`config.mk`:
```
export PLATFORM = sky130hd
export DESIGN_NAME = data_mem_responder
export DESIGN_NICKNAME = d
export VERILOG_FILES = /design/src/rtl/data_mem_responder_pkg.sv /design/src/rtl/data_mem_responder_mem_array.sv /design/src/rtl/data_mem_responder.sv
export SDC_FILE = /design/constraint.sdc
export NUM_CORES = 2
export LEC_CHECK = 0
export BUFFER_PORTS_ARGS = -buffer_cell sky130_fd_sc_hd__buf_2
export CAP_MARGIN = 10
export CORE_AREA = 5 5 673 675
export CTS_CLUSTER_DIAMETER = 60
export DETAILED_ROUTE_END_ITERATION = 10
export DIE_AREA = 0 0 678 680
export PLACE_DENSITY = 0.58
export SLEW_MARGIN = 20
export SYNTH_ARGS = -nofsm -noshare
export SYNTH_HDL_FRONTEND = slang
export SYNTH_SLANG_ARGS = --single-unit
```
`constraint.sdc`:
```
create_clock -name clk -period 4.1 [get_ports clk]
set_clock_uncertainty 0.05 [all_clocks]
set_input_delay 0.82 -clock clk [delete_from_list [all_inputs] [get_ports clk]]
set_output_delay 0.82 -clock clk [all_outputs]
set_load 0.05 [all_outputs]
```
`src/rtl/data_mem_responder_pkg.sv`:
```
// Shared types and defaults for the data-memory responder: FSM state encoding,
// data width and the default geometry/wait-state parameters.
package data_mem_responder_pkg;

  localparam int DATA_WIDTH          = 16;
  localparam int DEFAULT_ADDR_WIDTH  = 8;
  localparam int DEFAULT_WAIT_CYCLES = 2;

  typedef enum logic [1:0] {
    ST_IDLE = 2'd0,
    ST_WAIT = 2'd1,
    ST_RESP = 2'd2
  } state_t;

endpackage

```
`src/rtl/data_mem_responder_mem_array.sv`:
```
// Single-port synchronous word RAM with write enable and a registered,
// write-first read port (a store returns the written word).
module data_mem_responder_mem_array
  import data_mem_responder_pkg::*;
#(
  parameter int ADDR_WIDTH = DEFAULT_ADDR_WIDTH
) (
  input  logic                  clk,
  input  logic                  reset,
  input  logic                  en,
  input  logic                  we,
  input  logic [ADDR_WIDTH-1:0] addr,
  input  logic [DATA_WIDTH-1:0] wdata,
  output logic [DATA_WIDTH-1:0] rdata
);

  logic [DATA_WIDTH-1:0] mem [2**ADDR_WIDTH];

  // Array has no reset so contents survive a reset of the responder.
  always_ff @(posedge clk) begin
    if (en && we) begin
      mem[addr] <= wdata;
    end
  end

  always_ff @(posedge clk) begin
    if (reset) begin
      rdata <= '0;
    end else if (en) begin
      rdata <= we ? wdata : mem[addr];
    end
  end

endmodule

```
`src/rtl/data_mem_responder.sv`:
```
// Memory-side responder for the core's LOAD/STORE interface: one request at a
// time, WAIT_CYCLES wait states, one response per request. Optional alignment
// checking is enabled by defining MEM_ALIGN_CHECK_EN.
module data_mem_responder
  import data_mem_responder_pkg::*;
#(
  parameter int ADDR_WIDTH  = DEFAULT_ADDR_WIDTH,
  parameter int WAIT_CYCLES = DEFAULT_WAIT_CYCLES
) (
  input  logic                  clk,
  input  logic                  reset,
  input  logic                  req_valid,
  input  logic                  req_write,
  input  logic [15:0]           req_addr,
  input  logic [DATA_WIDTH-1:0] req_wdata,
  output logic                  req_ready,
  output logic                  rsp_valid,
  input  logic                  rsp_ready,
  output logic [DATA_WIDTH-1:0] rsp_rdata,
  output logic                  rsp_err,
  output logic                  mem_busy,
  output state_t                fsm_state
);

  // Handshakes: a request transfers on an edge with req_valid && req_ready,
  // a response transfers on an edge with rsp_valid && rsp_ready; the payload
  // on either side must be held stable until the transfer edge.

  localparam logic [3:0] WAIT_INIT = 4'(WAIT_CYCLES);

  state_t                state, next_state;
  logic [3:0]            cnt;
  logic                  lat_write;
  logic [ADDR_WIDTH-1:0] lat_index;
  logic [DATA_WIDTH-1:0] lat_wdata;
  logic                  lat_odd;
  logic                  err_q;
  logic                  access;
  logic                  misaligned;
  logic                  ram_en;
  logic [DATA_WIDTH-1:0] ram_rdata;
  logic                  unused_addr;

  // WAIT holds WAIT_CYCLES idle cycles; the access happens on the edge that
  // leaves WAIT with the counter exhausted, giving latency WAIT_CYCLES + 1.
  always_comb begin
    next_state = state;
    access     = 1'b0;
    case (state)
      ST_IDLE: if (req_valid) next_state = ST_WAIT;
      ST_WAIT: begin
        if (cnt == 4'd0) begin
          access     = 1'b1;
          next_state = ST_RESP;
        end
      end
      ST_RESP: if (rsp_ready) next_state = ST_IDLE;
      default: next_state = ST_IDLE;
    endcase
  end

  always_ff @(posedge clk) begin
    if (reset) begin
      state     <= ST_IDLE;
      cnt       <= 4'd0;
      lat_write <= 1'b0;
      lat_index <= '0;
      lat_wdata <= '0;
      lat_odd   <= 1'b0;
      err_q     <= 1'b0;
    end else begin
      state <= next_state;
      if (state == ST_IDLE && req_valid) begin
        lat_write <= req_write;
        lat_index <= req_addr[ADDR_WIDTH:1];
        lat_wdata <= req_wdata;
        lat_odd   <= req_addr[0];
        cnt       <= WAIT_INIT;
      end else if (state == ST_WAIT && cnt != 4'd0) begin
        cnt <= cnt - 4'd1;
      end
      if (access) begin
        err_q <= misaligned;
      end
    end
  end

`ifdef MEM_ALIGN_CHECK_EN
  assign misaligned = lat_odd;
`else
  logic unused_odd;
  assign misaligned = 1'b0;
  assign unused_odd = lat_odd;
`endif

  // Reset gates the enable so a store still in flight is never committed.
  assign ram_en      = access && !misaligned && !reset;
  assign unused_addr = ^req_addr[15:ADDR_WIDTH+1];

  data_mem_responder_mem_array #(
    .ADDR_WIDTH(ADDR_WIDTH)
  ) u_mem_array (
    .clk   (clk),
    .reset (reset),
    .en    (ram_en),
    .we    (lat_write),
    .addr  (lat_index),
    .wdata (lat_wdata),
    .rdata (ram_rdata)
  );

  assign req_ready = (state == ST_IDLE);
  assign rsp_valid = (state == ST_RESP);
  assign mem_busy  = (state != ST_IDLE);
  assign rsp_err   = err_q;
  assign rsp_rdata = err_q ? '0 : ram_rdata;
  assign fsm_state = state;

endmodule

```
==> results.yml <==
grt:
  antenna_found_initial: 29
  grt_max_degree: 177
  grt_pass1_vias: 81400
  grt-ovfl-total: 0
  grt_util_all_layers: 0.196
  grt_pass1_wl_mm: 646
die:
  die_h_um: 680
  ios: 59
  initial_core_util: 0.358
  die_w_um: 678
  rows: 246
  die_area_um2: 461000
  core_um2: 447000
power:
  p_int_mw: 71.6
  pwr-share-comb: 0.068
  seqPwrFrac: 0.511
  p_total_mw: 92.3
  p_sw_mw: 20.7
  cellLeakagePower_nw: 59.9
  irDropWorstVdd_v: 0.000419
  powerDensity_nw_per_um2: 494
  swShare: 0.225
  p_clk_frac: 0.421
routing:
  num_vias: 82300
  vias_per_cell: 5.62
  routedWlPerCell_um: 31.8
  drcViolationCount: 0
  first_iter_violations: 10700
  antenna_left: 0
  dr.pass1.iters: 5
  drt-total-wl_mm: 465
finish:
  syn_to_final_growth_pct: 16.8
  fillerInstances: 38700
  multi_input_area_um2: 33900
  most-common-layout-cells: "4,096 x edfxtp_1, 887 x mux4_2, 658 x buf_4"
  layout_commonest_cell: "edfxtp_1"
  layout-drive-gt1-share: 0.288
  final-seq-area_um2: 124000
  nNetsFinal: 8367
cts:
  htreeDepth: 5
  clk_pin_slew_ps: 70
  numCtsBuffers: 427
  clkLatencyLatePin_ps: 990
  cts_root_buffer: "clkbuf_16"
  clock_sinks: 4143
  cts_buffer_depth: 4
  cts_tree: "done"
synth:
  yosysWarnings: 0
  avgSynthCellArea_um2: 21.3
  async_flop_share: 0
  syn_area_um2: 160000
  synth-main-ff-cell: "edfxtp_1"
  ys_seq_area_frac: 0.774
  synth_cell_types: 84
  syn-num-nets: 7548
  synth_edf_count: 4096
  synth.ff_latch_count: 4143
  synthCells: 7510
sta:
  hold_viol_final: 0
  post-route-min-period_ps: 4070
  setup-tns-final_ps: 0
  rsz0062_at_grt: "no"
  max-slew-margin-rel: 0.183
  finalCritPeriodShare: 0.993
  slew_violations: 0
  worst_slew_pin_slew_ps: 1220
  max_freq_mhz: 246
  setup_ws_ps: 30.7
  setup_violations: 0
setup_path:
  path_cells: "buf_12 -> buf_12 -> mux4_2 -> mux2i_1 -> o22ai_1 -> o21ai_0 -> buf_4 -> o2111ai_1 -> a211oi_1 -> nor4_1"
  r2r_end: "u_mem_array.rdata[2]$_SDFFE_PP0N_"
  path_common_cell: "buf_12"
  cp_slowest_cell: "dfxtp_4"
  r2r_start: "lat_index[0]$_SDFFE_PP0P_"
  slowest_delay_ps: 820
  crit_buf_inv: 3
  worstSetupStartpointType: "register"
  arrival_ps: 4850
  r2r_cells: 10
  worstPathRequired_ps: 4880
  ff2ff_setup_slack_ps: 30
  crit_family: "compound AO/OA/AOI/OAI gates"
  critPathKind: "register to register"
  cp-end-kind: "register"
  critPathMaxFanout: 21
place:
  gp_congestion: 0.915
  port-buffer-count: 49
  dpl.hpwl_mm: 293
  pre_cts_ws_ps: 58.5
worst_hold_path:
  min_path_type: "primary input to register"
  min_delay_path_depth: 3
  min_from: "req_wdata[8]"
  min_to: "lat_wdata[8]$_SDFFE_PP0P_"
run_status:
  outcome: "finished, final reports clean"
flow_run:
  drv_cap: 0
-- cell usage after synthesis (17+ instances only) --
cell,number,area share
a31oi_1,17,0.00066
clkbuf_1,115,0.0027
nor2_1,394,0.0092
nand3_1,83,0.0026
o22ai_1,134,0.0052
nor3_1,31,0.00097
nand2b_1,17,0.00066
nor2b_1,25,0.00098
mux4_1,26,0.0043
o211ai_1,20,0.00094
mux4_2,887,0.12
nand4_1,26,0.0010
a211oi_1,22,0.0010
nand2_1,309,0.0072
a22oi_1,93,0.0044
edfxtp_1,4096,0.77
buf_6,56,0.0039
dfxtp_1,47,0.0059
buf_4,105,0.0049
o21ai_0,58,0.0018
buf_2,143,0.0045
buf_1,18,0.00042
a21oi_1,98,0.0031
a32oi_1,55,0.0030
mux2i_1,433,0.027
-- per-layer routing --
layer / global-route usage / up-vias / wire [um]
li1: - / 33100 / -
met1: 0.266 / 44300 / 182000
met2: 0.313 / 4125 / 220000
met3: 0.0378 / 819 / 41600
met4: 0.0794 / 6 / 21800
met5: 0 / - / 42
-- how the worst max path moves through the flow --
stage	startpoint	cells after the start	to	slack [ps]
6_report	lat_index[0]$_SDFFE_PP0P_	10	u_mem_array.rdata[2]$_SDFFE_PP0N_	30
5_1_grt	lat_index[0]$_SDFFE_PP0P_	10	u_mem_array.rdata[2]$_SDFFE_PP0N_	50
3_5_place_dp	lat_index[0]$_SDFFE_PP0P_	10	u_mem_array.rdata[2]$_SDFFE_PP0N_	60
3_3_place_gp	lat_index[0]$_SDFFE_PP0P_	10	u_mem_array.rdata[2]$_SDFFE_PP0N_	40
4_1_cts	lat_index[0]$_SDFFE_PP0P_	10	u_mem_array.rdata[2]$_SDFFE_PP0N_	10
2_1_floorplan	lat_wdata[10]$_SDFFE_PP0P_	0	u_mem_array.mem[0][10]$_DFFE_PP_	-220
-- metrics by stage --
step	cell area [um^2]	instances	hold WS (ps)	util
floorplan	160000	7510	386	-
global placement	173000	13800	409	0.386
detailed placement	173000	13800	403	0.387
CTS	187000	14600	2.92	0.418
global route	187000	14600	40.8	0.418
finish	187000	14600	69.4	0.418
-- repair_timing --
action | CTS | global route
endpoints found under the hold margin | 15 | 0
hold buffers | 15 | 0
resized for setup | 0 | 2
setup buffers | 0 | 1
endpoints found under the setup margin | 0 | 4
-- final cells by class --
cell class,instances,share of cell area
Antenna cell,17,0.000228
Clock buffer,513,0.0594
Clock inverter,264,0.0156
Inverter,9,0.000268
Multi-Input combinational cell,2917,0.181
Sequential cell,4143,0.663
Tap cell,5952,0.0398
Timing Repair Buffer,831,0.0402
-- flip-flops by register name, indices dropped and copies added, names as in the netlist --
| signal | count |
|---|---|
| u_mem_array.mem | 4096 |
| cnt | 4 |
| lat_write | 1 |
| lat_wdata | 16 |
| lat_index | 8 |
| u_mem_array.rdata | 16 |
| fsm_state | 2 |
-- power by group through the flow --
stage               Sequential, mW  Combinational, mW  Clock [mW]
CTS                           47.1               6.30        39.4
global placement              48.0               6.18           0
floorplan                     48.3               3.10           0
detailed placement            48.0               6.28           0
finish                        47.1               6.31        38.8
global route                  47.1               6.56        41.2
-- cell families after synthesis --
logic type,share of synthesized area
adder cells (fa/ha/maj),0.0000781
multiplexers,0.157
other,0.0000234
AO/OA/AOI/OAI,0.0264
buffers and inverters,0.0170
AND/OR/NAND/NOR,0.0258
flip-flops,0.774
XOR/XNOR,0.000164
-- worst register-to-register path, cell delays in order (launching register included) --
cell       delay (ps)
dfxtp_4           820
buf_12            330
buf_12            290
mux4_2            540
mux2i_1           310
o22ai_1           220
o21ai_0           380
buf_4             190
o2111ai_1         360
a211oi_1          380
nor4_1             80
No activity file was read; power rests on OpenSTA's default activity.
